[config.mk]
export PLATFORM = sky130hd
export DESIGN_NAME = pacman_life_manager_flat
export DESIGN_NICKNAME = d
export VERILOG_FILES = /design/src/rtl/pacman_life_manager_if.sv /design/src/rtl/pacman_life_manager.sv /design/src/flat_wrapper.sv
export SDC_FILE = /design/constraint.sdc
export NUM_CORES = 1
export LEC_CHECK = 0
export CAP_MARGIN = 20
export CORE_MARGIN = 2
export CORE_UTILIZATION = 40
export CTS_CLUSTER_SIZE = 30
export DETAILED_ROUTE_END_ITERATION = 12
export DONT_BUFFER_PORTS = 1
export PLACE_DENSITY = 0.52
export SYNTH_ARGS = -nofsm -noshare
export SYNTH_HDL_FRONTEND = slang
export SYNTH_SLANG_ARGS = --single-unit
export TNS_END_PERCENT = 5
[constraint.sdc]
create_clock -name clk -period 2.25 [get_ports clk]
set_input_delay 0.3375 -clock clk [delete_from_list [all_inputs] [get_ports clk]]
set_output_delay 0.3375 -clock clk [all_outputs]
set_load 0.05 [all_outputs]
[src/rtl/pacman_life_manager_if.sv]
// Bundles the per-frame control inputs and life/state outputs of the life manager.
// The slave modport is the life manager; the master modport is the game/collision side driving it.
interface pacman_life_manager_if #(
  parameter int LIVES_W = 3
);
  logic               frame_tick;
  logic               pacman_is_dead;
  logic               game_start;
  logic               extra_life;
  logic [LIVES_W-1:0] lives_remaining;
  logic               freeze;
  logic               respawn;
  logic               death_anim;
  logic               invuln;
  logic               game_over;
  logic [2:0]         state_dbg;

  modport slave (
    input  frame_tick, pacman_is_dead, game_start, extra_life,
    output lives_remaining, freeze, respawn, death_anim, invuln, game_over, state_dbg
  );

  modport master (
    output frame_tick, pacman_is_dead, game_start, extra_life,
    input  lives_remaining, freeze, respawn, death_anim, invuln, game_over, state_dbg
  );
endinterface

[src/rtl/pacman_life_manager.sv]
// Pac-Man life manager: confirms deaths, counts lives, sequences death/respawn/invulnerability.
// Optional feature macro PACMAN_EXTRA_LIFE_EN enables bonus lives from extra_life pulses.
module pacman_life_manager #(
  parameter int INIT_LIVES     = 3,
  parameter int MAX_LIVES      = 5,
  parameter int LIVES_W        = 3,
  parameter int CONFIRM_FRAMES = 2,
  parameter int DEATH_FRAMES   = 120,
  parameter int INVULN_FRAMES  = 60
) (
  input logic                   clk,
  input logic                   rst,
  pacman_life_manager_if.slave  bus
);

  localparam int FCNT_MAX = (DEATH_FRAMES > INVULN_FRAMES) ? DEATH_FRAMES : INVULN_FRAMES;
  localparam int FCNT_W   = $clog2(FCNT_MAX + 1);
  localparam int CCNT_W   = $clog2(CONFIRM_FRAMES + 1);

  localparam logic [FCNT_W-1:0]  INVULN_LAST  = FCNT_W'(INVULN_FRAMES);
  localparam logic [FCNT_W-1:0]  DEATH_LAST   = FCNT_W'(DEATH_FRAMES);
  localparam logic [CCNT_W-1:0]  CONFIRM_LAST = CCNT_W'(CONFIRM_FRAMES);
  localparam logic [LIVES_W-1:0] LIVES_INIT   = LIVES_W'(INIT_LIVES);
  localparam logic [LIVES_W-1:0] LIVES_MAX    = LIVES_W'(MAX_LIVES);

  typedef enum logic [2:0] {
    S_IDLE      = 3'd0,
    S_RESPAWN   = 3'd1,
    S_INVULN    = 3'd2,
    S_PLAY      = 3'd3,
    S_DYING     = 3'd4,
    S_GAME_OVER = 3'd5
  } state_t;

  state_t             state_q, state_d;
  logic [FCNT_W-1:0]  frame_cnt_q, frame_cnt_d;
  logic [CCNT_W-1:0]  confirm_cnt_q, confirm_cnt_d;
  logic [LIVES_W-1:0] lives_q, lives_d;
  logic               freeze_q, freeze_d;
  logic               respawn_q, respawn_d;
  logic               death_anim_q, death_anim_d;
  logic               invuln_q, invuln_d;
  logic               game_over_q, game_over_d;

  logic               confirm;
  logic               gain;
  logic [FCNT_W-1:0]  frame_inc;
  logic [CCNT_W-1:0]  confirm_inc;

  assign frame_inc   = frame_cnt_q + 1'b1;
  assign confirm_inc = confirm_cnt_q + 1'b1;

`ifdef PACMAN_EXTRA_LIFE_EN
  assign gain = bus.extra_life && ((state_q == S_INVULN) || (state_q == S_PLAY));
`else
  logic unused_extra_life;
  assign unused_extra_life = bus.extra_life;
  assign gain              = 1'b0;
`endif

  always_ff @(posedge clk) begin
    if (rst) begin
      state_q       <= S_IDLE;
      frame_cnt_q   <= '0;
      confirm_cnt_q <= '0;
      lives_q       <= LIVES_INIT;
      freeze_q      <= 1'b1;
      respawn_q     <= 1'b0;
      death_anim_q  <= 1'b0;
      invuln_q      <= 1'b0;
      game_over_q   <= 1'b0;
    end else begin
      state_q       <= state_d;
      frame_cnt_q   <= frame_cnt_d;
      confirm_cnt_q <= confirm_cnt_d;
      lives_q       <= lives_d;
      freeze_q      <= freeze_d;
      respawn_q     <= respawn_d;
      death_anim_q  <= death_anim_d;
      invuln_q      <= invuln_d;
      game_over_q   <= game_over_d;
    end
  end

  always_comb begin
    state_d       = state_q;
    frame_cnt_d   = frame_cnt_q;
    confirm_cnt_d = confirm_cnt_q;
    lives_d       = lives_q;
    confirm       = 1'b0;
    unique case (state_q)
      S_IDLE: begin
        if (bus.game_start) begin
          state_d = S_RESPAWN;
          lives_d = LIVES_INIT;
        end
      end
      S_RESPAWN: begin
        frame_cnt_d   = '0;
        confirm_cnt_d = '0;
        state_d       = (INVULN_FRAMES > 0) ? S_INVULN : S_PLAY;
      end
      S_INVULN: begin
        confirm_cnt_d = '0;
        if (bus.frame_tick) begin
          frame_cnt_d = frame_inc;
          if (frame_inc == INVULN_LAST) begin
            frame_cnt_d = '0;
            state_d     = S_PLAY;
          end
        end
      end
      S_PLAY: begin
        // Confirm counter only moves on frame ticks; a low flag on a tick breaks the streak.
        if (bus.frame_tick) begin
          if (!bus.pacman_is_dead) begin
            confirm_cnt_d = '0;
          end else if (confirm_inc == CONFIRM_LAST) begin
            confirm       = 1'b1;
            confirm_cnt_d = '0;
            frame_cnt_d   = '0;
            state_d       = S_DYING;
          end else begin
            confirm_cnt_d = confirm_inc;
          end
        end
      end
      S_DYING: begin
        if (bus.frame_tick) begin
          frame_cnt_d = frame_inc;
          if (frame_inc == DEATH_LAST) begin
            frame_cnt_d = '0;
            state_d     = (lives_q == '0) ? S_GAME_OVER : S_RESPAWN;
          end
        end
      end
      S_GAME_OVER: begin
        if (bus.game_start) begin
          state_d = S_RESPAWN;
          lives_d = LIVES_INIT;
        end
      end
      default: state_d = S_IDLE;
    endcase

    // A bonus and a death in the same cycle cancel before any saturation.
    if (confirm && !gain) begin
      lives_d = (lives_q == '0) ? '0 : lives_q - 1'b1;
    end else if (gain && !confirm) begin
      lives_d = (lives_q >= LIVES_MAX) ? LIVES_MAX : lives_q + 1'b1;
    end
  end

  always_comb begin
    freeze_d     = !((state_d == S_INVULN) || (state_d == S_PLAY));
    respawn_d    = (state_d == S_RESPAWN);
    death_anim_d = (state_d == S_DYING);
    invuln_d     = (state_d == S_INVULN);
    game_over_d  = (state_d == S_GAME_OVER);
  end

  assign bus.lives_remaining = lives_q;
  assign bus.freeze          = freeze_q;
  assign bus.respawn         = respawn_q;
  assign bus.death_anim      = death_anim_q;
  assign bus.invuln          = invuln_q;
  assign bus.game_over       = game_over_q;
  assign bus.state_dbg       = state_q;

endmodule
[src/flat_wrapper.sv]
// flat-port wrapper written by rule: the top's interface ports become plain ports
module pacman_life_manager_flat 
#(
  parameter int INIT_LIVES     = 3,
  parameter int MAX_LIVES      = 5,
  parameter int LIVES_W        = 3,
  parameter int CONFIRM_FRAMES = 2,
  parameter int DEATH_FRAMES   = 120,
  parameter int INVULN_FRAMES  = 60
)
  (clk, rst, bus_frame_tick, bus_pacman_is_dead, bus_game_start, bus_extra_life, bus_lives_remaining, bus_freeze, bus_respawn, bus_death_anim, bus_invuln, bus_game_over, bus_state_dbg);
  pacman_life_manager_if #(.LIVES_W(LIVES_W)) bus_i ();
  input logic clk;
  input logic rst;
  input wire logic [$bits(bus_i.frame_tick)-1:0] bus_frame_tick;
  input wire logic [$bits(bus_i.pacman_is_dead)-1:0] bus_pacman_is_dead;
  input wire logic [$bits(bus_i.game_start)-1:0] bus_game_start;
  input wire logic [$bits(bus_i.extra_life)-1:0] bus_extra_life;
  output wire logic [$bits(bus_i.lives_remaining)-1:0] bus_lives_remaining;
  output wire logic [$bits(bus_i.freeze)-1:0] bus_freeze;
  output wire logic [$bits(bus_i.respawn)-1:0] bus_respawn;
  output wire logic [$bits(bus_i.death_anim)-1:0] bus_death_anim;
  output wire logic [$bits(bus_i.invuln)-1:0] bus_invuln;
  output wire logic [$bits(bus_i.game_over)-1:0] bus_game_over;
  output wire logic [$bits(bus_i.state_dbg)-1:0] bus_state_dbg;
  assign bus_i.frame_tick = bus_frame_tick;
  assign bus_i.pacman_is_dead = bus_pacman_is_dead;
  assign bus_i.game_start = bus_game_start;
  assign bus_i.extra_life = bus_extra_life;
  assign bus_lives_remaining = bus_i.lives_remaining;
  assign bus_freeze = bus_i.freeze;
  assign bus_respawn = bus_i.respawn;
  assign bus_death_anim = bus_i.death_anim;
  assign bus_invuln = bus_i.invuln;
  assign bus_game_over = bus_i.game_over;
  assign bus_state_dbg = bus_i.state_dbg;
  pacman_life_manager #(.INIT_LIVES(INIT_LIVES), .MAX_LIVES(MAX_LIVES), .LIVES_W(LIVES_W), .CONFIRM_FRAMES(CONFIRM_FRAMES), .DEATH_FRAMES(DEATH_FRAMES), .INVULN_FRAMES(INVULN_FRAMES)) u_core (.clk(clk), .rst(rst), .bus(bus_i));
endmodule
==> results.json, run 1 <==
{
  "synth-adder-area-share_pct": 3.21,
  "yosysUniqueCellTypes": 44,
  "run_status": "complete, no violations",
  "synth_top_family_by_area": "simple AND/OR/NAND/NOR gates",
  "start_kind": "flip-flop",
  "tightest_slew_ns": 0.474,
  "syn_area_sq_um": 1170,
  "setup_slack_ns": 0.440,
  "max_slew_margin_pct": 68.3,
  "pwr_density_cell_nw_per_um2": 545,
  "crit_type": "flip-flop to flip-flop",
  "post_cts_resized": 0,
  "wire_per_inst_microns": 13.7,
  "crit_path_max_fanout": 7,
  "cts_buffers": 3,
  "dp_hpwl_mm": 1.79,
  "gp_congestion": 0.796,
  "period_minus_slack_ns": 1.81,
  "setup_tns_ns": 0,
  "grt_overflow_total": 0,
  "area_growth_pct": 6.63,
  "synth-xor-area-share_pct": 0,
  "required_ns": 2.45,
  "vias": 1026,
  "antenna_found_initial": 0,
  "multi_input_area_sq_um": 708,
  "layout.nets": 160,
  "synth-seq-cells": 20,
  "clock_latency_ns": 0.30,
  "syn_avg_cell_area_sq_um": 7.96,
  "die_w_microns": 58.1,
  "seq_area_sq_um": 400,
  "port_buffers": 0,
  "ys.flop_type": "dfxtp_1",
  "cap_violations": 0,
  "num-fill-cells": 276,
  "core_area_sq_um": 2760,
  "cp_cell_sequence": "ha_1 > nand4b_1 > o31ai_1 > nor2_1 > o211ai_1 > a31oi_1",
  "clock_sinks": 20,
  "drt_iter0_drc": 14,
  "placementRows": 19,
  "vias_per_cell": 5.67,
  "ios": 17,
  "fp.dieArea_sq_um": 3370,
  "clock-skew-final_ns": 0.00134,
  "finalCritPeriodShare_pct": 80.4,
  "critPathMaxStageDelay_ns": 0.40,
  "max_freq_mhz": 552,
  "postCtsHoldBufs": 0,
  "final_layout_size_suffix_gt1_share_pct": 13.3,
  "grt_pass1_vias": 960,
  "track_usage_pct": 16.0,
  "ant_nets": 0,
  "post-cts-setup-buffers": 0,
  "htreeDepth": 1,
  "synth_edf_count": 0,
  "synth_fp_nets": 156,
  "end_kind": "flip-flop",
  "diodes": 0,
  "cts-root-buf": "clkbuf_4",
  "cts.path.max_buffers": 2,
  "drt_first_pass_iters": 2,
  "cts_tree": "yes",
  "timing_hold_violations_final": 0,
  "start_util_pct": 42.4,
  "ys_warn_count": 0,
  "critPathArrivalTime_ns": 2.01,
  "synthSimpleGateAreaFrac_pct": 35.3,
  "synth_compound_area_share_pct": 21.2,
  "rsz0062_at_grt": "false",
  "die_h_microns": 58.1,
  "async_flop_share_pct": 0,
  "cp_slowest_cell": "dfxtp_1",
  "grt_max_degree": 18,
  "clk_pin_slew_ns": 0.11,
  "synthMuxAreaShare_pct": 0.856,
  "final_util_pct": 45.2,
  "finalSetupViolations": 0,
  "grt_pass1_wl_mm": 4.16,
  "syn_inst": 147,
  "drv_slew": 0,
  "ys_seq_area_share_pct": 34.2,
  "r2r_cells": 6,
  "hold_depth": 1,
  "hold_class": "input pin to flip-flop",
  "post-place-ws_ns": 0.470,
  "drc": 0,
  "p_leak_nw": 0.431,
  "ir_drop_v": 0.000314,
  "wirelength_mm": 2.48
}
==> cells in the mapped netlist, types with 3 or more instances <==
cell type | n | share of area (%)
nand4b_1 | 4 | 3.0
o211ai_1 | 4 | 2.6
and2_1 | 5 | 2.7
nand2b_1 | 6 | 3.2
nor2_1 | 17 | 5.5
dfxtp_1 | 20 | 34
nand2_1 | 15 | 4.8
o21ai_0 | 7 | 3.0
nand3_1 | 5 | 2.1
buf_2 | 4 | 1.7
ha_1 | 3 | 3.2
a31oi_1 | 3 | 1.6
inv_1 | 5 | 1.6
a21oi_1 | 11 | 4.7
o21ai_1 | 3 | 1.3
==> cell type report <==
cell class | count | area share (%)
Tap cell | 31 | 3.11
Multi-Input combinational cell | 115 | 56.8
Timing Repair Buffer | 6 | 3.61
Clock buffer | 4 | 2.91
Inverter | 5 | 1.50
Sequential cell | 20 | 32.1
==> logic make-up (layout without fill, tap and decap cells) <==
| group | after synthesis | in the layout |
|---|---|---|
| compound gates | 39 | 39 |
| fa+ha+maj | 3 | 3 |
| buf+inv | 12 | 15 |
| flops | 20 | 20 |
| mux | 1 | 1 |
| simple gates | 72 | 72 |
==> routing by layer <==
layer / track usage [%] / share of wire (%)
met1: 19.3 / 49
met2: 27.1 / 47
met3: 3.13 / 2.9
met4: 7.64 / 1.7
met5: 0 / 0
==> stage by stage <==
stage	instance area, sq um	power (mW)	hold WS, ns	instances
2_1_floorplan	1170	0.466	0.439	147
3_3_place_gp	1210	0.475	0.411	177
3_5_place_dp	1210	0.476	0.412	177
4_1_cts	1250	0.691	0.0713	181
5_1_grt	1250	0.713	0.0564	181
6_report	1250	0.680	0.0816	181
==> power by group <==
part | total [mW] | internal, mW | leakage, nW | switching (mW)
sequential | 0.388 | 0.362 | 0.162 | 0.0259
clock | 0.213 | 0.0988 | 0.0210 | 0.114
combinational | 0.0797 | 0.0307 | 0.247 | 0.0490
total | 0.680 | 0.491 | 0.431 | 0.189
==> cell usage in the layout (no fill, tap or decap), types with 2 or more instances in the layout <==
master    synthesis  final
ha_1              3      3
nor2b_1           2      2
buf_4             1      6
a31oi_1           3      3
nor3b_1           2      2
a21oi_1          11     11
nand4b_1          4      4
or4_1             2      2
nand3_1           5      5
nand2_1          15     15
nand2b_1          6      6
o211ai_1          4      4
nor2_1           17     17
o22ai_1           2      2
o21ai_1           3      3
nor3_1            2      2
dfxtp_1          20     20
and2_1            5      5
or3_1             2      2
clkbuf_4          0      3
inv_1             5      5
o21ai_0           7      7
==> registers in the layout, summed over array words and instances, names as in the netlist <==
register	flops
u_core.bus.invuln	1
u_core.bus.death_anim	1
u_core.bus.state_dbg	3
u_core.frame_cnt_q	7
u_core.bus.game_over	1
u_core.bus.lives_remaining	3
u_core.bus.respawn	1
u_core.bus.freeze	1
u_core.confirm_cnt_q	2
==> final timing paths <==
kind / start / end / slack, ns
setup / recovery: u_core.frame_cnt_q[0]$_SDFFE_PP0P_ / u_core.frame_cnt_q[4]$_SDFFE_PP0P_ / 0.44
hold / removal: rst / u_core.bus.lives_remaining[2]$_SDFFE_PP0P_ / 0.08
hold reg to reg: u_core.confirm_cnt_q[1]$_SDFFE_PP0P_ / u_core.confirm_cnt_q[1]$_SDFFE_PP0P_ / 0.48
setup reg to reg: u_core.frame_cnt_q[0]$_SDFFE_PP0P_ / u_core.frame_cnt_q[4]$_SDFFE_PP0P_ / 0.44
==> worst max-delay path: cells and delay by family, from the launching register on <==
kind                     cells  cell delay (ns)
AO/OA/AOI/OAI                3             0.70
flip-flops                   1             0.40
AND/OR/NAND/NOR              2             0.35
adder cells (fa/ha/maj)      1             0.27
No activity file was read; power rests on OpenSTA's default activity.
==> run 2, diff against run 1 <==
--- a/config.mk
+++ b/config.mk
@@ -11,7 +11,7 @@
 export CTS_CLUSTER_SIZE = 30
 export DETAILED_ROUTE_END_ITERATION = 12
 export DONT_BUFFER_PORTS = 1
-export PLACE_DENSITY = 0.52
+export PLACE_DENSITY = 0.54
 export SYNTH_ARGS = -nofsm -noshare
 export SYNTH_HDL_FRONTEND = slang
 export SYNTH_SLANG_ARGS = --single-unit
==> constraint.sdc (replaced) <==
create_clock -name clk -period 1.6 [get_ports clk]
set_input_delay 0.24 -clock clk [delete_from_list [all_inputs] [get_ports clk]]
set_output_delay 0.24 -clock clk [all_outputs]
set_load 0.05 [all_outputs]
==> results.json, run 2 (synthesized netlist as in run 1, its figures left out) <==
{
  "antenna_found_initial": 0,
  "max_freq_mhz": 651,
  "fp.dieArea_sq_um": 3370,
  "place_area_sq_um": 1340,
  "port_buffers": 0,
  "diodes": 0,
  "instances_no_fill": 198,
  "layout_commonest_cell": "buf_4",
  "ios": 17,
  "final_cell_mix": "22 x buf_4, 16 x nor2_1, 14 x nand2_1, 12 x dfxtp_1, 11 x a21oi_1",
  "finalCritPeriodShare_pct": 96.0,
  "setup_tns_ns": 0,
  "cts_buffers": 3,
  "tightest_slew_ns": 0.477,
  "period_minus_slack_ns": 1.54,
  "crit_type": "flip-flop to flip-flop",
  "clock_sinks": 20,
  "die_w_microns": 58.1,
  "dp_hpwl_mm": 2.06,
  "track_usage_pct": 18.1,
  "regMostFlops": "u_core.frame_cnt_q",
  "clock_latency_ns": 0.31,
  "p_leak_nw": 0.524,
  "drv_slew": 0,
  "critPathArrivalTime_ns": 1.76,
  "clock-skew-final_ns": 0.0119,
  "pwr_density_cell_nw_per_um2": 773,
  "end_kind": "flip-flop",
  "grt_pass1_vias": 1067,
  "final_layout_size_suffix_gt1_share_pct": 29.3,
  "max_slew_margin_pct": 68.1,
  "cts_tree": "yes",
  "ff2ff_setup_slack_ns": 0.06,
  "core_area_sq_um": 2760,
  "run_status": "complete, no violations",
  "drc": 0,
  "final_util_pct": 52.0,
  "startpoint": "u_core.frame_cnt_q[1]$_SDFFE_PP0P_",
  "post-place-ws_ns": -0.0843,
  "num-fill-cells": 290,
  "gp_congestion": 0.829,
  "cts-root-buf": "clkbuf_4",
  "crit_path_max_fanout": 5,
  "timing_hold_violations_final": 0,
  "hold_ws_ns": 0.0337,
  "rsz0062_at_grt": "true",
  "drt_first_pass_iters": 4,
  "rr_startpoint": "u_core.frame_cnt_q[1]$_SDFFE_PP0P_",
  "hold_class": "input pin to flip-flop",
  "htreeDepth": 1,
  "vias": 1117,
  "area_growth_pct": 22.5,
  "vias_per_cell": 5.64,
  "final_area_sq_um": 1430,
  "ir_drop_v": 0.000578,
  "grt_overflow_total": 0,
  "drt_iter0_drc": 28,
  "required_ns": 1.82,
  "cts.path.max_buffers": 2,
  "start_kind": "flip-flop",
  "placementRows": 19,
  "clk_pin_slew_ns": 0.13,
  "grt_pass1_wl_mm": 4.77,
  "layout.nets": 177,
  "grt_max_degree": 13,
  "ant_nets": 0,
  "largest_register_ffs": 7,
  "start_util_pct": 42.4,
  "dp.cells": 193,
  "wirelength_mm": 2.72,
  "cap_violations": 0,
  "p_total_mw": 1.11,
  "hp-start": "rst",
  "setup_slack_ns": 0.0637,
  "wire_per_inst_microns": 13.7,
  "die_h_microns": 58.1,
  "finalSetupViolations": 0
}
## run 2: changes by cell type in the layout (fill, tap and decap cells not counted), sizes merged
cell	previous run	this run
buf	6	22
dlygate4sd3	0	1
clkbuf	4	3
bufinv	0	1
## run 2: final cells by class
cell class	instances	area (sq um)	share of cell area [%]
clock inverters	1	30.0	2.10
well taps	31	38.8	2.71
flip-flops and latches	20	413	28.8
inverters	5	18.8	1.31
multi-input cells	115	734	51.3
clock buffers	3	22.5	1.57
repair buffers	23	175	12.2
## run 2: where the power goes
| part | switching, mW | total [mW] | internal [mW] |
|---|---|---|---|
| Sequential | 0.0289 | 0.538 | 0.509 |
| Clock | 0.166 | 0.419 | 0.253 |
| Combinational | 0.0878 | 0.150 | 0.0626 |
| Total | 0.283 | 1.11 | 0.825 |
## run 2: final timing paths
path	to	cells after the start
worst min-delay path	u_core.bus.lives_remaining[0]$_SDFFE_PP1P_	1
worst max-delay path	u_core.bus.death_anim$_SDFF_PP0_	5
worst max register to register	u_core.bus.death_anim$_SDFF_PP0_	5
worst min register to register	u_core.confirm_cnt_q[1]$_SDFFE_PP0P_	1
## run 2: critical path: stages, from the launching register on
cell	delay, ns
dfxtp_2	0.37
ha_4	0.14
nand4b_1	0.11
or4_1	0.48
and3b_4	0.22
and3_1	0.14
## run 2: timing repair
action                                 CTS  global route
setup endpoints to repair                8            12
resized for setup                        3             5
setup buffers                            0             0
endpoints found under the hold margin   10             0
hold buffers                             1             0
pin swaps                                0             2
## run 2: layer usage
layer	track usage (%)	up-vias	part of all wire (%)
met3	3.13	4	3.2
met5	0	-	0
met4	7.97	0	1.4
met1	23.4	534	46
li1	-	563	-
met2	29.5	16	50
